`src/rtl/audio_pkg.sv`:
```
// Shared types and defaults for the sound card PWM output stage.
package audio_pkg;

   localparam int unsigned DEF_SAMPLE_W = 8;

   typedef logic [DEF_SAMPLE_W-1:0] sample_t;

   typedef enum logic {
      IDLE = 1'b0,
      RUN  = 1'b1
   } pwm_state_t;

endpackage

```
`src/rtl/sample_fifo.sv`:
```
// Synchronous first-word-fall-through FIFO; head entry is always visible on rd_data.
module sample_fifo #(
   parameter int unsigned WIDTH = 8,
   parameter int unsigned DEPTH = 4
) (
   input  logic             clk,
   input  logic             rst_n,
   input  logic             push,
   input  logic [WIDTH-1:0] wr_data,
   input  logic             pop,
   output logic [WIDTH-1:0] rd_data,
   output logic             full,
   output logic             empty
);

   localparam int unsigned AW = (DEPTH > 1) ? $clog2(DEPTH) : 1;
   localparam int unsigned CW = $clog2(DEPTH) + 1;

   logic [WIDTH-1:0] mem [DEPTH];
   logic [AW-1:0]    wr_ptr;
   logic [AW-1:0]    rd_ptr;
   logic [CW-1:0]    count;
   logic             do_push;
   logic             do_pop;

   // A full FIFO refuses a push even if the same edge pops.
   assign do_push = push && !full;
   assign do_pop  = pop && !empty;
   assign full    = (count == CW'(DEPTH));
   assign empty   = (count == '0);
   assign rd_data = mem[rd_ptr];

   always_ff @(posedge clk) begin
      if (do_push) mem[wr_ptr] <= wr_data;
   end

   // Pointers wrap naturally because DEPTH is a power of two.
   always_ff @(posedge clk or negedge rst_n) begin
      if (!rst_n) begin
         wr_ptr <= '0;
         rd_ptr <= '0;
         count  <= '0;
      end else begin
         if (do_push) wr_ptr <= wr_ptr + 1'b1;
         if (do_pop)  rd_ptr <= rd_ptr + 1'b1;
         case ({do_push, do_pop})
            2'b10:   count <= count + 1'b1;
            2'b01:   count <= count - 1'b1;
            default: count <= count;
         endcase
      end
   end

endmodule

```
`src/rtl/pwm_audio_out.sv`:
```
// PWM audio output: FIFO-buffered samples, one sample played per 2^SAMPLE_W-clock frame.
module pwm_audio_out
   import audio_pkg::*;
#(
   parameter int unsigned SAMPLE_W   = DEF_SAMPLE_W,
   parameter int unsigned FIFO_DEPTH = 4
) (
   input  logic                clk,
   input  logic                rst_n,
   input  logic                enable,
   input  logic [SAMPLE_W-1:0] sample_in,
   input  logic                sample_valid,
   output logic                sample_ready,
   output logic                pwm_out,
   output logic                frame_start,
   output logic                underrun
);

   localparam logic [SAMPLE_W-1:0] CNT_MAX = '1;

   pwm_state_t          state;
   pwm_state_t          state_nxt;
   logic [SAMPLE_W-1:0] cnt;
   logic [SAMPLE_W-1:0] cnt_nxt;
   logic [SAMPLE_W-1:0] duty;
   logic [SAMPLE_W-1:0] duty_nxt;
   logic [SAMPLE_W-1:0] fifo_data;
   logic                underrun_q;
   logic                underrun_nxt;
   logic                pop;
   logic                fifo_full;
   logic                fifo_empty;

   sample_fifo #(
      .WIDTH (SAMPLE_W),
      .DEPTH (FIFO_DEPTH)
   ) u_fifo (
      .clk     (clk),
      .rst_n   (rst_n),
      .push    (sample_valid),
      .wr_data (sample_in),
      .pop     (pop),
      .rd_data (fifo_data),
      .full    (fifo_full),
      .empty   (fifo_empty)
   );

   // State register plus the frame counter, latched duty and underrun flag.
   always_ff @(posedge clk or negedge rst_n) begin
      if (!rst_n) begin
         state      <= IDLE;
         cnt        <= '0;
         duty       <= '0;
         underrun_q <= 1'b0;
      end else begin
         state      <= state_nxt;
         cnt        <= cnt_nxt;
         duty       <= duty_nxt;
         underrun_q <= underrun_nxt;
      end
   end

   // Samples are only taken at frame boundaries; an empty FIFO there replays the old duty.
   always_comb begin
      state_nxt    = state;
      cnt_nxt      = cnt;
      duty_nxt     = duty;
      underrun_nxt = 1'b0;
      pop          = 1'b0;
      case (state)
         IDLE: begin
            cnt_nxt = '0;
            if (enable && !fifo_empty) begin
               pop       = 1'b1;
               duty_nxt  = fifo_data;
               state_nxt = RUN;
            end
         end
         RUN: begin
            cnt_nxt = cnt + 1'b1;
            if (cnt == CNT_MAX) begin
               if (!enable) begin
                  state_nxt = IDLE;
               end else if (!fifo_empty) begin
                  pop      = 1'b1;
                  duty_nxt = fifo_data;
               end else begin
                  underrun_nxt = 1'b1;
               end
            end
         end
         default: state_nxt = IDLE;
      endcase
   end

   assign sample_ready = !fifo_full;
   assign pwm_out      = (state == RUN) && (cnt < duty);
   assign frame_start  = (state == RUN) && (cnt == '0);
   assign underrun     = underrun_q;

endmodule

```
`config.mk`:
```
export PLATFORM = sky130hd
export DESIGN_NAME = pwm_audio_out
export DESIGN_NICKNAME = d
export VERILOG_FILES = /design/src/rtl/audio_pkg.sv /design/src/rtl/sample_fifo.sv /design/src/rtl/pwm_audio_out.sv
export SDC_FILE = /design/constraint.sdc
export NUM_CORES = 1
export LEC_CHECK = 0
export ABC_AREA = 0
export BUFFER_PORTS_ARGS = -buffer_cell sky130_fd_sc_hd__buf_2
export CORE_ASPECT_RATIO = 0.9
export CORE_MARGIN = 2
export CORE_UTILIZATION = 50
export CTS_CLUSTER_DIAMETER = 50
export DETAILED_ROUTE_END_ITERATION = 16
export PLACE_DENSITY = 0.68
export SYNTH_ARGS = -nofsm -noshare
export SYNTH_HDL_FRONTEND = slang
export SYNTH_SLANG_ARGS = --single-unit
```
`constraint.sdc`:
```
create_clock -name clk -period 2.9 [get_ports clk]
set_clock_uncertainty 0.05 [all_clocks]
set_input_delay 0.435 -clock clk [delete_from_list [all_inputs] [get_ports clk]]
set_output_delay 0.435 -clock clk [all_outputs]
set_load 0.01 [all_outputs]
```
==> key figures <==
Outcome
  – Status: completed

Finish
  – ANT cells: 0
  – Layout Nets: between 200 and 250
  – Finished layout cell area: a little under 3000 um2
  – Footprint of the multi-input gates: around 900 um2
  – Area delta synth->final: 14.0%
  – FILL cells: between 300 and 400
  – Share of layout cells above drive strength 1: between 20% and 30%
  – Sequential cell area: 1590 um2

Synth
  – Syn nets: about 200
  – Synth cell count leaders: edfxtp_1 (32), dfrtp_1 (25), inv_1 (17)
  – Unique cell type count in the Yosys netlist: 35
  – Yosys top cell area share: about 37%
  – Syn Area/Cell: around 15 um2
  – EDFF count, synth: 32
  – Synthesized cell area: 2580 um2
  – Count leader, synth: edfxtp_1
  – Cells after Synth: about 170
  – Cell taking the most area after synthesis: edfxtp_1
  – Seq/Total Area, Yosys: 61.6%
  – Most used DFF post-synth: edfxtp_1
  – Synthesized flop and latch total: 57
  – Synth area leaders: edfxtp_1 (37%), dfrtp_1 (24%), mux4_2 (7.0%)
  – Asr flop ratio synth: 43.9%
  – Synth warn: 0

Placement
  – Buffers added on ports: 15
  – Placer Congestion: roughly 0.87
  – Worst slack at placement: ~610 ps
  – Placed Area: ~2700 um2
  – Detail Placement HPWL: 2920 um

Detailed routing
  – Vias: around 1400
  – Wirelength per Cell: 16.6 um
  – DRC viols: 0
  – Initial DRT Pass Iterations: 4
  – Initial DRC count: 24
  – Routed WL: 4340 um
  – Antenna viol nets, final: 0
  – Via-to-Cell Ratio: between 5 and 6

Worst hold path
  – Hold Path Class: in -> async

Power
  – Power Density: slightly above 1000 nW/um2
  – VDD IR max: roughly 0.59 mV
  – Pleak: between 1 and 1.5 nW

Worst setup path
  – WS Path Type: reg -> out
  – Worst Setup Start Kind: flop
  – Req. time, crit path: 2410 ps
  – Crit end category: output pin
  – WP data arrival: between 2000 and 2500 ps
  – Crit-path max FO: 6

Timing
  – Count of pins over their slew limit: 0
  – RSZ-0062 raised after global routing: no
  – Setup TNS: 0 ps
  – # setup viols final: 0
  – Final Hold Viols: 0
  – Least-Margin Pin Slew: between 600 and 700 ps
  – Worst rel slew slack: between 50 and 60%
  – Tcrit/Tclk final: a little under 90%
  – Max Clock Freq: 0.398 GHz
  – Post-layout min period: around 2500 ps
  – PnR worst setup slack: roughly 390 ps

Run
  – Max-Cap Viols: 0

Global route
  – GRT Util Overall: 18.3%
  – Antenna violations before repair: 0
  – Largest net degree at the start of global routing: 26
  – Global-route wire length before repair: between 7000 and 8000 um
  – Congestion Overflow GR: 0
  – Vias in the first global route: about 1500

Clock tree
  – Htree depth: 3
  – Reg clk slew, reported paths: ~60 ps
  – Sink Count: 57
  – Num CTS Buffers: 9
  – Post-CTS Setup Bufs: 0
  – Hold-fix buffers, CTS: 0
  – Max clock buf depth: 2
  – Root Driver: clkbuf_8
  – PostCTS Resize Cnt: 0
  – CTS tree: yes
  – Clk_lat worst skew: 330 ps

Die
  – Initial Utilization: a little over half
  – Die area: 5750 um2
  – Ports: 16
  – Row cnt: 24
  – CORE AREA: 4890 um2
  – Die height: around 70 um
  – Die Width: between 70 and 80 um
path summary, 6_finish.rpt:
kind / from / cells after the start / slack (ps) / end
max in group asynchronous: rst_n / 1 / 2380 / duty[7]
hold / removal: rst_n / 1 / 40 / cnt[3]
setup reg to reg: cnt[3] / 10 / 590 / u_fifo.count[2]
hold reg to reg: duty[5] / 1 / 460 / duty[5]
min in group clk: sample_in[7] / 1 / 260 / u_fifo.mem[3][7]
setup / recovery: cnt[3] / 5 / 390 / pwm_out
metal layers:
metal	GRT usage, %	vias to the layer above	wire [um]
li1	-	650	-
met1	20.8	693	1810
met2	29.5	31	2210
met3	9.58	9	243
met4	7.09	0	74
met5	0	-	0
registers in the layout, indices dropped and copies added (netlist names):
signal and cells:
state 1, u_fifo.wr_ptr 2, u_fifo.mem 32, u_fifo.rd_ptr 2, underrun 1, duty 8, cnt 8, u_fifo.count 3
area by class of cell:
cell class	count	share of cell area [%]
Timing Repair Buffer	16	2.81
Clock buffer	11	4.81
Multi-Input combinational cell	90	30.7
Sequential cell	57	54.0
Inverter	17	2.17
Clock inverter	5	2.72
Tap cell	65	2.77
worst max-delay path: stages, from the launching register on:
cell      delay [ps]
dfrtp_1          450
ha_1             340
a21oi_1          140
o21ai_0          150
a221oi_1         420
buf_2            200
layout by cell type, fill, tap and decap left out, types with 6 or more instances in the layout:
cell       n
buf_2     15
edfxtp_1  32
xnor2_1    8
mux4_2     8
and2_1     8
clkbuf_8  10
dfrtp_1   25
ha_1      14
mux2_4     8
inv_1     17
nand2_1    6
metrics by stage:
step | utilization (%) | hold slack (ps) | cells | total power, W
2_1_floorplan | - | 89.4 | 168 | 0.00197
3_3_place_gp | 55.5 | 408 | 245 | 0.00216
3_5_place_dp | 55.5 | 417 | 245 | 0.00223
4_1_cts | 60.0 | 46.9 | 261 | 0.00306
5_1_grt | 60.0 | 67.7 | 261 | 0.00323
6_report | 60.0 | 42.7 | 261 | 0.00302
kinds of logic after synthesis:
group | synth area share, %
AOI/OAI and AO/OA | 2.86
xor gates and xnor gates | 4.08
DFF | 61.6
and+or+nand+nor | 8.45
adders and majority gates | 7.57
buffers and inverters | 3.40
muxes | 12.1
report_power, final:
part,switching [W],internal [W]
combinational,0.000392,0.000465
sequential,0.000237,0.00111
clock,0.000307,0.000505
total,0.000936,0.00208
Power figures use the tool's default switching activity.
